`src/rtl/dcache_axi_pkg.sv`:
```
// -----------------------------------------------------------------------------
// dcache_axi_pkg
// Shared types and constants for the dcache <-> AXI bridge:
//   DWayBus          - one full cache line (16 x 32-bit words)
//   DCACHE_AXI_ID    - default ARID/AWID
//   LEN_LINE / LEN_SINGLE, SIZE_WORD, BURST_INCR - AXI burst attributes
//   rstate_e / wstate_e - read and write engine state encodings
//   line_align()     - clears the in-line offset of an address
// -----------------------------------------------------------------------------
package dcache_axi_pkg;

    typedef logic [511:0] DWayBus;

    localparam logic [3:0] DCACHE_AXI_ID = 4'd1;

    localparam logic [7:0] LEN_LINE   = 8'd15;
    localparam logic [7:0] LEN_SINGLE = 8'd0;
    localparam logic [2:0] SIZE_WORD  = 3'd2;
    localparam logic [1:0] BURST_INCR = 2'b01;

    typedef enum logic [1:0] {
        R_IDLE = 2'd0,
        R_AR   = 2'd1,
        R_DATA = 2'd2
    } rstate_e;

    typedef enum logic [1:0] {
        W_IDLE = 2'd0,
        W_AW   = 2'd1,
        W_DATA = 2'd2,
        W_B    = 2'd3
    } wstate_e;

    function automatic logic [31:0] line_align(input logic [31:0] addr);
        return {addr[31:6], 6'b0};
    endfunction

endpackage

```
`src/rtl/dcache_axi_if.sv`:
```
// -----------------------------------------------------------------------------
// dcache_axi_if
// AXI4 channel bundle (AR, R, AW, W, B) used by the dcache bridge.
//   master modport : the bridge (drives AR/AW/W valids, R/B readies)
//   slave  modport : the interconnect / memory model
// RRESP/BRESP/RID/BID are not carried; the bridge ignores them.
// -----------------------------------------------------------------------------
interface dcache_axi_if;

    logic [3:0]  arid;
    logic [31:0] araddr;
    logic [7:0]  arlen;
    logic [2:0]  arsize;
    logic [1:0]  arburst;
    logic        arvalid;
    logic        arready;

    logic [31:0] rdata;
    logic        rlast;
    logic        rvalid;
    logic        rready;

    logic [3:0]  awid;
    logic [31:0] awaddr;
    logic [7:0]  awlen;
    logic [2:0]  awsize;
    logic [1:0]  awburst;
    logic        awvalid;
    logic        awready;

    logic [31:0] wdata;
    logic [3:0]  wstrb;
    logic        wlast;
    logic        wvalid;
    logic        wready;

    logic        bvalid;
    logic        bready;

    modport master (
        output arid, araddr, arlen, arsize, arburst, arvalid,
        input  arready,
        input  rdata, rlast, rvalid,
        output rready,
        output awid, awaddr, awlen, awsize, awburst, awvalid,
        input  awready,
        output wdata, wstrb, wlast, wvalid,
        input  wready,
        input  bvalid,
        output bready
    );

    modport slave (
        input  arid, araddr, arlen, arsize, arburst, arvalid,
        output arready,
        output rdata, rlast, rvalid,
        input  rready,
        input  awid, awaddr, awlen, awsize, awburst, awvalid,
        output awready,
        input  wdata, wstrb, wlast, wvalid,
        output wready,
        output bvalid,
        input  bready
    );

endinterface

```
`src/rtl/dcache_line_buf.sv`:
```
// -----------------------------------------------------------------------------
// dcache_line_buf
// Refill assembly buffer: WORDS x 32-bit register file with one indexed word
// write port and a flat read of the whole line.
//   clk, rst_n : clock, async active-low reset (clears every word)
//   we         : write enable
//   waddr      : word index to write
//   wdata      : word to write
//   rdata      : whole line, word k at bits 32k+31:32k
// Every word is a plain register so the whole line can be read in parallel.
// -----------------------------------------------------------------------------
module dcache_line_buf #(
    parameter int WORDS = 16
) (
    input  logic                       clk,
    input  logic                       rst_n,
    input  logic                       we,
    input  logic [$clog2(WORDS)-1:0]   waddr,
    input  logic [31:0]                wdata,
    output logic [WORDS*32-1:0]        rdata
);

    localparam int AW = $clog2(WORDS);

    genvar gi;
    generate
        for (gi = 0; gi < WORDS; gi++) begin : g_word
            logic [31:0] word_reg;

            always_ff @(posedge clk or negedge rst_n) begin
                if (!rst_n) begin
                    word_reg <= '0;
                end else if (we && (waddr == AW'(gi))) begin
                    word_reg <= wdata;
                end
            end

            assign rdata[gi*32 +: 32] = word_reg;
        end
    endgenerate

endmodule

```
`src/rtl/dcache_axi.sv`:
```
// -----------------------------------------------------------------------------
// dcache_axi
// Bridge between dcache stage 2 and an AXI master port. Runs cached refills
// (16-beat INCR read), dirty-victim writebacks (16-beat INCR write) and
// single-beat uncached reads/writes. Read and write engines are independent,
// so a refill may overlap an outstanding write response.
//
// Ports
//   clk, rst_n                 clock, async active-low reset
//   ca_rreq_i / ca_wreq_i      one-cycle pulses: cached refill / writeback
//   uc_rreq_i / uc_wreq_i      one-cycle pulses: uncached read / write
//   addr_i                     request address
//   uc_wen_i, uc_wdata_i       uncached write strobes / data
//   wb_line_i                  victim line, sampled with ca_wreq_i
//   rend_o                     pulse: read done, line_rdata_o valid
//   write_ok_o                 pulse: cached writeback done
//   wend_o                     pulse: uncached write done
//   line_rdata_o               assembled read line
//   axi                        AXI master channels (dcache_axi_if.master)
//
// Build option
//   DCACHE_AXI_EARLY_WOK_EN    write_ok_o pulses after the last W beat of a
//                              writeback instead of after B; the write engine
//                              still waits for B before taking a new request.
//
// All outputs are registered.
// -----------------------------------------------------------------------------
module dcache_axi
    import dcache_axi_pkg::*;
#(
    parameter int         LINE_WORDS = 16,
    parameter logic [3:0] AXI_ID     = DCACHE_AXI_ID
) (
    input  logic                       clk,
    input  logic                       rst_n,

    input  logic                       ca_rreq_i,
    input  logic                       ca_wreq_i,
    input  logic                       uc_rreq_i,
    input  logic                       uc_wreq_i,
    input  logic [31:0]                addr_i,
    input  logic [3:0]                 uc_wen_i,
    input  logic [31:0]                uc_wdata_i,
    input  logic [LINE_WORDS*32-1:0]   wb_line_i,

    output logic                       rend_o,
    output logic                       write_ok_o,
    output logic                       wend_o,
    output logic [LINE_WORDS*32-1:0]   line_rdata_o,

    dcache_axi_if.master               axi
);

    localparam int CNT_W = $clog2(LINE_WORDS);

    // ------------------------------------------------------------------
    // Read engine
    // ------------------------------------------------------------------
    rstate_e            r_state_reg, r_state_next;
    logic [CNT_W-1:0]   r_cnt_reg;
    logic [3:0]         arid_reg;
    logic [31:0]        araddr_reg;
    logic [7:0]         arlen_reg;
    logic [2:0]         arsize_reg;
    logic [1:0]         arburst_reg;
    logic               arvalid_reg;
    logic               rready_reg;
    logic               rend_reg;
    logic               rd_req;
    logic               r_hs;

    assign rd_req = ca_rreq_i | uc_rreq_i;
    assign r_hs   = axi.rvalid & rready_reg;

    always_ff @(posedge clk or negedge rst_n) begin
        if (!rst_n) begin
            r_state_reg <= R_IDLE;
        end else begin
            r_state_reg <= r_state_next;
        end
    end

    always_comb begin
        r_state_next = r_state_reg;
        case (r_state_reg)
            R_IDLE:  if (rd_req)               r_state_next = R_AR;
            R_AR:    if (axi.arready)          r_state_next = R_DATA;
            R_DATA:  if (r_hs && axi.rlast)    r_state_next = R_IDLE;
            default:                           r_state_next = R_IDLE;
        endcase
    end

    always_ff @(posedge clk or negedge rst_n) begin
        if (!rst_n) begin
            arid_reg    <= '0;
            araddr_reg  <= '0;
            arlen_reg   <= '0;
            arsize_reg  <= '0;
            arburst_reg <= '0;
            arvalid_reg <= 1'b0;
            rready_reg  <= 1'b0;
            rend_reg    <= 1'b0;
            r_cnt_reg   <= '0;
        end else begin
            rend_reg <= 1'b0;
            case (r_state_reg)
                R_IDLE: begin
                    if (rd_req) begin
                        arid_reg    <= AXI_ID;
                        arsize_reg  <= SIZE_WORD;
                        arburst_reg <= BURST_INCR;
                        arvalid_reg <= 1'b1;
                        if (ca_rreq_i) begin
                            araddr_reg <= line_align(addr_i);
                            arlen_reg  <= LEN_LINE;
                            r_cnt_reg  <= '0;
                        end else begin
                            // Uncached data lands in the word its address
                            // selects, so stage 2 can pick it from the line.
                            araddr_reg <= addr_i;
                            arlen_reg  <= LEN_SINGLE;
                            r_cnt_reg  <= addr_i[CNT_W+1:2];
                        end
                    end
                end
                R_AR: begin
                    if (axi.arready) begin
                        arvalid_reg <= 1'b0;
                        rready_reg  <= 1'b1;
                    end
                end
                R_DATA: begin
                    if (r_hs) begin
                        r_cnt_reg <= r_cnt_reg + 1'b1;
                        if (axi.rlast) begin
                            rready_reg <= 1'b0;
                            rend_reg   <= 1'b1;
                        end
                    end
                end
                default: ;
            endcase
        end
    end

    dcache_line_buf #(
        .WORDS (LINE_WORDS)
    ) u_line_buf (
        .clk   (clk),
        .rst_n (rst_n),
        .we    (r_hs),
        .waddr (r_cnt_reg),
        .wdata (axi.rdata),
        .rdata (line_rdata_o)
    );

    assign axi.arid    = arid_reg;
    assign axi.araddr  = araddr_reg;
    assign axi.arlen   = arlen_reg;
    assign axi.arsize  = arsize_reg;
    assign axi.arburst = arburst_reg;
    assign axi.arvalid = arvalid_reg;
    assign axi.rready  = rready_reg;
    assign rend_o      = rend_reg;

    // ------------------------------------------------------------------
    // Write engine
    // ------------------------------------------------------------------
    wstate_e                  w_state_reg, w_state_next;
    logic [CNT_W-1:0]         w_cnt_reg;
    logic [CNT_W-1:0]         w_cnt_inc;
    logic                     w_cached_reg;
    logic [LINE_WORDS*32-1:0] wb_line_reg;
    logic [31:0]              uc_wdata_reg;
    logic [3:0]               uc_wen_reg;
    logic [3:0]               awid_reg;
    logic [31:0]              awaddr_reg;
    logic [7:0]               awlen_reg;
    logic [2:0]               awsize_reg;
    logic [1:0]               awburst_reg;
    logic                     awvalid_reg;
    logic [31:0]              wdata_reg;
    logic [3:0]               wstrb_reg;
    logic                     wlast_reg;
    logic                     wvalid_reg;
    logic                     bready_reg;
    logic                     write_ok_reg;
    logic                     wend_reg;
    logic                     w_hs;

    assign w_hs      = wvalid_reg & axi.wready;
    assign w_cnt_inc = w_cnt_reg + 1'b1;

    always_ff @(posedge clk or negedge rst_n) begin
        if (!rst_n) begin
            w_state_reg <= W_IDLE;
        end else begin
            w_state_reg <= w_state_next;
        end
    end

    always_comb begin
        w_state_next = w_state_reg;
        case (w_state_reg)
            W_IDLE:  if (ca_wreq_i || uc_wreq_i) w_state_next = W_AW;
            W_AW:    if (axi.awready)            w_state_next = W_DATA;
            W_DATA:  if (w_hs && wlast_reg)      w_state_next = W_B;
            W_B:     if (axi.bvalid)             w_state_next = W_IDLE;
            default:                             w_state_next = W_IDLE;
        endcase
    end

    always_ff @(posedge clk or negedge rst_n) begin
        if (!rst_n) begin
            w_cnt_reg    <= '0;
            w_cached_reg <= 1'b0;
            wb_line_reg  <= '0;
            uc_wdata_reg <= '0;
            uc_wen_reg   <= '0;
            awid_reg     <= '0;
            awaddr_reg   <= '0;
            awlen_reg    <= '0;
            awsize_reg   <= '0;
            awburst_reg  <= '0;
            awvalid_reg  <= 1'b0;
            wdata_reg    <= '0;
            wstrb_reg    <= '0;
            wlast_reg    <= 1'b0;
            wvalid_reg   <= 1'b0;
            bready_reg   <= 1'b0;
            write_ok_reg <= 1'b0;
            wend_reg     <= 1'b0;
        end else begin
            write_ok_reg <= 1'b0;
            wend_reg     <= 1'b0;
            case (w_state_reg)
                W_IDLE: begin
                    if (ca_wreq_i || uc_wreq_i) begin
                        awid_reg    <= AXI_ID;
                        awsize_reg  <= SIZE_WORD;
                        awburst_reg <= BURST_INCR;
                        awvalid_reg <= 1'b1;
                        w_cnt_reg   <= '0;
                        w_cached_reg <= ca_wreq_i;
                        if (ca_wreq_i) begin
                            wb_line_reg <= wb_line_i;
                            awaddr_reg  <= line_align(addr_i);
                            awlen_reg   <= LEN_LINE;
                        end else begin
                            uc_wdata_reg <= uc_wdata_i;
                            uc_wen_reg   <= uc_wen_i;
                            awaddr_reg   <= addr_i;
                            awlen_reg    <= LEN_SINGLE;
                        end
                    end
                end
                W_AW: begin
                    // First W beat is staged here so wvalid only rises
                    // after the address has been accepted.
                    if (axi.awready) begin
                        awvalid_reg <= 1'b0;
                        wvalid_reg  <= 1'b1;
                        wdata_reg   <= w_cached_reg ? wb_line_reg[31:0] : uc_wdata_reg;
                        wstrb_reg   <= w_cached_reg ? 4'hF : uc_wen_reg;
                        wlast_reg   <= ~w_cached_reg;
                    end
                end
                W_DATA: begin
                    if (w_hs) begin
                        w_cnt_reg <= w_cnt_inc;
                        if (wlast_reg) begin
                            wvalid_reg <= 1'b0;
                            wlast_reg  <= 1'b0;
                            bready_reg <= 1'b1;
`ifdef DCACHE_AXI_EARLY_WOK_EN
                            write_ok_reg <= w_cached_reg;
`endif
                        end else begin
                            wdata_reg <= wb_line_reg[{w_cnt_inc, 5'b0} +: 32];
                            wlast_reg <= (w_cnt_inc == CNT_W'(LINE_WORDS - 1));
                        end
                    end
                end
                W_B: begin
                    if (axi.bvalid) begin
                        bready_reg <= 1'b0;
                        wend_reg   <= ~w_cached_reg;
`ifdef DCACHE_AXI_EARLY_WOK_EN
`else
                        write_ok_reg <= w_cached_reg;
`endif
                    end
                end
                default: ;
            endcase
        end
    end

    assign axi.awid    = awid_reg;
    assign axi.awaddr  = awaddr_reg;
    assign axi.awlen   = awlen_reg;
    assign axi.awsize  = awsize_reg;
    assign axi.awburst = awburst_reg;
    assign axi.awvalid = awvalid_reg;
    assign axi.wdata   = wdata_reg;
    assign axi.wstrb   = wstrb_reg;
    assign axi.wlast   = wlast_reg;
    assign axi.wvalid  = wvalid_reg;
    assign axi.bready  = bready_reg;
    assign write_ok_o  = write_ok_reg;
    assign wend_o      = wend_reg;

endmodule

```
`src/flat_wrapper.sv`:
```
// flat-port wrapper written by rule: the top's interface ports become plain ports
module dcache_axi_flat import dcache_axi_pkg::*;
#(
    parameter int         LINE_WORDS = 16,
    parameter logic [3:0] AXI_ID     = DCACHE_AXI_ID
)
  (clk, rst_n, ca_rreq_i, ca_wreq_i, uc_rreq_i, uc_wreq_i, addr_i, uc_wen_i, uc_wdata_i, wb_line_i, rend_o, write_ok_o, wend_o, line_rdata_o, axi_arid, axi_araddr, axi_arlen, axi_arsize, axi_arburst, axi_arvalid, axi_arready, axi_rdata, axi_rlast, axi_rvalid, axi_rready, axi_awid, axi_awaddr, axi_awlen, axi_awsize, axi_awburst, axi_awvalid, axi_awready, axi_wdata, axi_wstrb, axi_wlast, axi_wvalid, axi_wready, axi_bvalid, axi_bready);
  dcache_axi_if axi_i ();
  input  logic clk;
  input  logic rst_n;
  input  logic ca_rreq_i;
  input  logic ca_wreq_i;
  input  logic uc_rreq_i;
  input  logic uc_wreq_i;
  input  logic [31:0] addr_i;
  input  logic [3:0] uc_wen_i;
  input  logic [31:0] uc_wdata_i;
  input  logic [LINE_WORDS*32-1:0] wb_line_i;
  output logic rend_o;
  output logic write_ok_o;
  output logic wend_o;
  output logic [LINE_WORDS*32-1:0] line_rdata_o;
  output wire logic [$bits(axi_i.arid)-1:0] axi_arid;
  output wire logic [$bits(axi_i.araddr)-1:0] axi_araddr;
  output wire logic [$bits(axi_i.arlen)-1:0] axi_arlen;
  output wire logic [$bits(axi_i.arsize)-1:0] axi_arsize;
  output wire logic [$bits(axi_i.arburst)-1:0] axi_arburst;
  output wire logic [$bits(axi_i.arvalid)-1:0] axi_arvalid;
  input wire logic [$bits(axi_i.arready)-1:0] axi_arready;
  input wire logic [$bits(axi_i.rdata)-1:0] axi_rdata;
  input wire logic [$bits(axi_i.rlast)-1:0] axi_rlast;
  input wire logic [$bits(axi_i.rvalid)-1:0] axi_rvalid;
  output wire logic [$bits(axi_i.rready)-1:0] axi_rready;
  output wire logic [$bits(axi_i.awid)-1:0] axi_awid;
  output wire logic [$bits(axi_i.awaddr)-1:0] axi_awaddr;
  output wire logic [$bits(axi_i.awlen)-1:0] axi_awlen;
  output wire logic [$bits(axi_i.awsize)-1:0] axi_awsize;
  output wire logic [$bits(axi_i.awburst)-1:0] axi_awburst;
  output wire logic [$bits(axi_i.awvalid)-1:0] axi_awvalid;
  input wire logic [$bits(axi_i.awready)-1:0] axi_awready;
  output wire logic [$bits(axi_i.wdata)-1:0] axi_wdata;
  output wire logic [$bits(axi_i.wstrb)-1:0] axi_wstrb;
  output wire logic [$bits(axi_i.wlast)-1:0] axi_wlast;
  output wire logic [$bits(axi_i.wvalid)-1:0] axi_wvalid;
  input wire logic [$bits(axi_i.wready)-1:0] axi_wready;
  input wire logic [$bits(axi_i.bvalid)-1:0] axi_bvalid;
  output wire logic [$bits(axi_i.bready)-1:0] axi_bready;
  assign axi_arid = axi_i.arid;
  assign axi_araddr = axi_i.araddr;
  assign axi_arlen = axi_i.arlen;
  assign axi_arsize = axi_i.arsize;
  assign axi_arburst = axi_i.arburst;
  assign axi_arvalid = axi_i.arvalid;
  assign axi_i.arready = axi_arready;
  assign axi_i.rdata = axi_rdata;
  assign axi_i.rlast = axi_rlast;
  assign axi_i.rvalid = axi_rvalid;
  assign axi_rready = axi_i.rready;
  assign axi_awid = axi_i.awid;
  assign axi_awaddr = axi_i.awaddr;
  assign axi_awlen = axi_i.awlen;
  assign axi_awsize = axi_i.awsize;
  assign axi_awburst = axi_i.awburst;
  assign axi_awvalid = axi_i.awvalid;
  assign axi_i.awready = axi_awready;
  assign axi_wdata = axi_i.wdata;
  assign axi_wstrb = axi_i.wstrb;
  assign axi_wlast = axi_i.wlast;
  assign axi_wvalid = axi_i.wvalid;
  assign axi_i.wready = axi_wready;
  assign axi_i.bvalid = axi_bvalid;
  assign axi_bready = axi_i.bready;
  dcache_axi #(.LINE_WORDS(LINE_WORDS), .AXI_ID(AXI_ID)) u_core (.clk(clk), .rst_n(rst_n), .ca_rreq_i(ca_rreq_i), .ca_wreq_i(ca_wreq_i), .uc_rreq_i(uc_rreq_i), .uc_wreq_i(uc_wreq_i), .addr_i(addr_i), .uc_wen_i(uc_wen_i), .uc_wdata_i(uc_wdata_i), .wb_line_i(wb_line_i), .rend_o(rend_o), .write_ok_o(write_ok_o), .wend_o(wend_o), .line_rdata_o(line_rdata_o), .axi(axi_i));
endmodule
```
`config.mk`:
```
export PLATFORM = sky130hd
export DESIGN_NAME = dcache_axi_flat
export DESIGN_NICKNAME = d
export VERILOG_FILES = /design/src/rtl/dcache_axi_pkg.sv /design/src/rtl/dcache_axi_if.sv /design/src/rtl/dcache_line_buf.sv /design/src/rtl/dcache_axi.sv /design/src/flat_wrapper.sv
export SDC_FILE = /design/constraint.sdc
export NUM_CORES = 2
export LEC_CHECK = 0
export CAP_MARGIN = 30
export CORE_AREA = 3 3 499 501
export DETAILED_ROUTE_END_ITERATION = 6
export DIE_AREA = 0 0 502 504
export PLACE_DENSITY = 0.52
export SYNTH_ARGS = -nofsm -noshare
export SYNTH_HDL_FRONTEND = slang
export SYNTH_HIERARCHICAL = 1
export SYNTH_SLANG_ARGS = --single-unit
```
`constraint.sdc`:
```
create_clock -name clk -period 4.9 [get_ports clk]
set_input_delay 0.49 -clock clk [delete_from_list [all_inputs] [get_ports clk]]
set_output_delay 0.49 -clock clk [all_outputs]
set_load 0.005 [all_outputs]
```
# Word level (Yosys, flattened, before mapping)
# Cells that the tools add are included.
[totals]
register_bits = 1200
inputBits = 624
output_inout_bits = 655
[classes]
addsub = 2
n_eq_ne = 33
shifts = 1
muxes = 55
bitwise_logic = 5
reduce_logical = 45
[op_table]
columns = ["cell", "count"]
rows = [
  ["512-bit by 10-bit variable part select with 32-bit output", 1],
  ["32-bit 2-to-1 mux", 4],
  ["32-bit case mux with 2 select lines", 1],
  ["4-bit == test, second input constant", 9],
  ["4-bit 2-to-1 mux", 8],
  ["3-bit AND reduction", 8],
  ["1-bit 2-to-1 mux", 23],
  ["4-bit AND reduction", 5],
  ["1-bit logical AND", 18],
  ["4-bit by 3-bit == test with 1-bit output, second input constant", 4],
  ["4-bit case mux with 2 select lines", 2],
  ["2-bit 2-to-1 mux", 7],
  ["2-bit by 1-bit inequality test with 1-bit output, second input constant", 7],
  ["2-bit nonzero test", 7],
  ["6-bit 2-to-1 mux", 2],
  ["1-bit case mux with 2 select lines", 6],
  ["2-bit inequality test, second input constant", 5],
  ["4-bit by 1-bit adder with 4-bit output, second input constant", 2],
  ["4-bit by 2-bit == test with 1-bit output, second input constant", 2],
  ["2-bit case mux with 4 select lines", 1],
  ["2-bit == test, second input constant", 3],
  ["2-bit case mux with 3 select lines", 1],
  ["2-bit AND reduction", 3],
  ["2-bit by 1-bit == test with 1-bit output, second input constant", 2],
  ["other kinds (7)", 10],
]

# Longest topological paths before layout
[logic_depth]
word_depth = 5
mapped_depth = 9

# Cells and area by module
# Netlist, hierarchy kept.
[modules_own_cells]
columns = ["module", "instances", "cells_each", "area_each_um2", "seq_area_each_um2"]
rows = [
  ["dcache_axi", 1, 2317, 30108.9, 16841.2],
  ["dcache_line_buf", 1, 1134, 19127.1, 12812.3],
]

# Worst setup path after synthesis
# OpenSTA, ideal clock, no wires.
[synth_timing]
path_type = "input to register"
from = "input axi_rvalid"
to = "register u_core.u_line_buf.g_word[3].word_reg[10]"
setup_ns = 0.125
arrival_ns = 1.831
required_time_ns = 4.775
path_slack_ns = 2.944
path_stages = 6
path_buffers = 2
cell_sequence = "and2_1 -> nor3b_2 -> and3_1 -> clkbuf_1 -> buf_2 -> mux2_2"
[synth_via]
elab_chain_len = 2
[synth_lines]
columns = ["element", "line", "text"]
rows = [
  ["start: declaration", "flat_wrapper.sv:32", "input wire logic [$bits(axi_i.rvalid)-1:0] axi_rvalid;"],
  ["1-bit AND", "dcache_axi.sv:73", "assign r_hs = axi.rvalid & rready_reg;"],
  ["1-bit logical AND", "dcache_line_buf.sv:33", "end else if (we && (waddr == AW'(gi))) begin"],
  ["end signal: assignment", "dcache_line_buf.sv:34", "word_reg <= wdata;"],
  ["end: declaration", "dcache_line_buf.sv:28", "logic [31:0] word_reg;"],
]
# No other way between the ends.
# A chain may end at the register's enable or synchronous reset.

# Final worst setup path
[layout_timing]
from = "register u_core.w_state_reg[0]"
to = "register u_core.wdata_reg[17], in the netlist u_core/axi.wdata[17]"
[layout_via]
elab_chain_len = 3
elab_cells_between_ends = 8
[layout_lines]
columns = ["element", "line", "text"]
rows = [
  ["start: declaration", "dcache_axi.sv:169", "wstate_e w_state_reg, w_state_next;"],
  ["start signal: assignment", "dcache_axi.sv:198", "w_state_reg <= w_state_next;"],
  ["2-bit == test or 2-bit by 1-bit == test with 1-bit output (tied branches)", "dcache_axi.sv:236", "case (w_state_reg)"],
  ["2-bit inequality test (no line), or another cell as far along", "-", ""],
  ["4-bit AND reduction (no line)", "-", ""],
  ["end signal: assignment", "dcache_axi.sv:263", "wdata_reg <= w_cached_reg ? wb_line_reg[31:0] : uc_wdata_reg;"],
  ["end signal: assignment", "dcache_axi.sv:279", "wdata_reg <= wb_line_reg[{w_cnt_inc, 5'b0} +: 32];"],
  ["end: declaration", "dcache_axi.sv:182", "logic [31:0] wdata_reg;"],
]
# Several ways; a longest one is shown, not always the timed one.

==> impl_metrics.csv <==
group,metric,value,unit
status,status,"finished clean",
clock_tree,clkLatencyLatePin,0.77,ns
min_path,hold_path.class,"in2reg",
clock_tree,cts_resized,0,
sta,tns,0,ns
sta,fin_crit_sh,64.3,%
placement,place_congestion,0.819,
routing,first_iter_violations,1911,
sta,rsz0062_at_grt,"no",
routing,vias,34100,
floorplan,io_pins,1279,
grt,grt_overflow,0,
yosys,dominantRegCellSynth,"dfrtp_1",
placement,dp_hpwl,159000,um
grt,grt_usage,16.0,%
yosys,postSynthCellCount,3451,
floorplan,rows,182,
sta,final_max_slew_viol_count,0,
yosys,synth.avg_cell_area,14.3,um^2
yosys,syn_area,0.0492,mm^2
floorplan,dieArea,0.253,mm^2
clock_tree,clk_pin_slew,0.06,ns
sta,final_hold_viol_count,0,
clock_tree,numCtsBuffers,143,
power,vdd_drop_max,488,uV
grt,grt_pass1_vias,35800,
placement,placed_area,0.0659,mm^2
routing,via_per_inst,4.22,
yosys,ys_seq_area_share,60.2,%
placement,io_buffers,1258,
sta,final.min_clock_period,3.15,ns
final_layout,final_area,0.0708,mm^2
routing,drtPass1Iterations,7,
worst_setup_path,end_kind,"flip-flop",
sta,fin_skew,0.0349,ns
clock_tree,root_buffer,"clkbuf_16",
clock_tree,htree_levels,4,
job,max_cap_viol_count,0,
yosys,synth_edf_count,0,
grt,grt_pass1_wl,289000,um
routing,route.detailed.drc,0,
sta,setup_violations,0,
worst_setup_path,path_max_fanout,64,
routing,routed_wl,208000,um
sta,hold_ws,0.258,ns
worst_setup_path,crit_path_start_kind,"flip-flop",
floorplan,core,0.245,mm^2
clock_tree,cts_buffer_depth,3,
sta,relSlewSlack,32.0,%
floorplan,die_w,502,um
sta,max_freq,0.317,GHz
sta,worst_slew_pin_slew,1.02,ns
final_layout,synthToLayoutAreaGrowth,43.8,%
worst_setup_path,critical_path_class,"reg2reg",
floorplan,initial_utilization,20.1,%
yosys,synth_cell_types,49,
grt,antenna_found_initial,68,
routing,final_antenna_net_count,0,
final_layout,drive_above_1_share,29.3,%
clock_tree,cts.sinks,1185,
power,powerDensity,653,mW/mm^2
grt,grt_max_degree,153,
yosys,async_reset_ff_share,100,%
worst_setup_path,cp_data_arrival_time,3.83,ns
final_layout,nets,5347,
clock_tree,cts_tree,"done",
yosys,ys_seq_elements,1185,
yosys,yosys_warnings,6,
routing,wire_per_inst,25.8,um
floorplan,die-height,504,um
power,power_leakage,0.0311,uW
worst_setup_path,critPathRequiredTime,5.58,ns
==> worst max-delay path: stages (launching register included) <==
cell	delay, ns
dfrtp_1	0.40
inv_1	0.16
ha_4	0.16
buf_4	0.52
and4b_1	0.35
o21ai_4	0.07
buf_12	0.19
nor3_1	0.73
a21oi_1	0.23
nand3_1	0.13
==> final timing paths <==
path                                                     from                                  end  slack, ns  depth (start not counted)
min reg2reg                u_core/uc_wdata_reg[6]$_DFFE_PN0P_   u_core/uc_wdata_reg[6]$_DFFE_PN0P_       0.47                          2
max reg2reg                 u_core/w_state_reg[0]$_DFFE_PN0P_     u_core/axi.wdata[17]$_DFFE_PN0P_       1.75                          9
max in group asynchronous                               rst_n  u_core/wb_line_reg[223]$_DFFE_PN0P_       2.99                          3
max                         u_core/w_state_reg[0]$_DFFE_PN0P_     u_core/axi.wdata[17]$_DFFE_PN0P_       1.75                          9
min                                            uc_wdata_i[23]  u_core/uc_wdata_reg[23]$_DFFE_PN0P_       0.26                          3
min in group asynchronous                               rst_n  u_core/wb_line_reg[358]$_DFFE_PN0P_       0.31                          2
==> synth_stat cells (all sizes together) (8+ instances only) <==
cell type / instances / share of area, %
a21oi: 37 / 0.38
buf: 201 / 2.2
mux2i: 288 / 5.9
nor2: 31 / 0.25
nand2: 226 / 1.7
clkbuf: 68 / 0.58
a22oi: 129 / 2.0
nand3: 110 / 1.1
mux2: 1052 / 24
nor3: 34 / 0.35
o21ai: 23 / 0.24
a22o: 9 / 0.16
nand2b: 8 / 0.10
dfrtp: 1185 / 60
ha: 8 / 0.20
==> power breakdown <==
group          leakage [uW]  total, uW  switching, uW  internal, uW
clock               0.00236      10900           4490          6370
combinational        0.0140      18200           8200          9990
sequential           0.0147      17200           2930         14300
==> per-stage QoR <==
step / setup slack, ns / utilization, % / total power [uW] / instances
floorplan: 2.94 / - / 25600 / 3470
global placement: 1.20 / 26.7 / 35500 / 7769
detailed placement: 1.33 / 26.9 / 35900 / 7788
CTS: 1.55 / 28.9 / 47000 / 8050
global route: 1.57 / 28.9 / 48800 / 8054
finish: 1.75 / 28.9 / 46300 / 8066
==> layer usage <==
| layer | up-vias | wire (um) | track usage [%] |
|---|---|---|---|
| met3 | 296 | 15200 | 4.76 |
| met4 | 78 | 5240 | 4.33 |
| met1 | 17700 | 84600 | 19.2 |
| met2 | 1201 | 103000 | 27.8 |
| met5 | - | 493 | 0 |
| li1 | 14800 | - | - |
==> final cells by class <==
| class | instances | area, um^2 |
|---|---|---|
| Fill cell | 24900 | 174000 |
| Sequential cell | 1185 | 29700 |
| Multi-Input combinational cell | 2010 | 18400 |
| Timing Repair Buffer | 1369 | 13800 |
| Clock buffer | 218 | 4250 |
| Tap cell | 3220 | 4030 |
| Clock inverter | 43 | 591 |
| Antenna cell | 15 | 37.5 |
| Inverter | 6 | 22.5 |
==> repair_timing <==
item                      4_1_cts  5_1_grt
buffers inserted                0        0
hold endpoints to repair       77        0
hold buffers                    1        0
==> cell families (layout without fill, tap and decap cells) <==
logic type | count (synthesis) | count (layout) | synth area share [%]
and+or+nand+nor | 432 | 432 | 3.89
AOI/OAI and AO/OA | 206 | 206 | 2.86
other | 1 | 35 | 0.00762
adders and majority gates | 8 | 8 | 0.203
muxes | 1340 | 1340 | 29.9
DFF | 1185 | 1185 | 60.2
xor gates and xnor gates | 4 | 4 | 0.0712
buffers and inverters | 275 | 1636 | 2.83
==> placed cells by master (no fill, tap or decap), types with 7 or more instances in the layout <==
master	synthesis	routed
clkinv_2	0	15
buf_8	0	7
nand2_1	226	224
a22oi_1	129	129
dfrtp_1	1185	1184
clkbuf_8	3	33
mux2_2	1045	1045
nor2_4	0	16
nand2b_1	8	8
nor3_1	34	34
nor2_1	28	15
clkbuf_16	0	146
mux2i_1	288	288
buf_4	32	78
a21oi_1	37	37
conb_1	1	20
o21ai_0	20	20
diode_2	0	15
nand3_1	109	109
clkdlybuf4s50_1	0	1253
a22o_1	9	9
buf_12	0	19
clkbuf_1	63	39
Power figures use the tool's default switching activity.
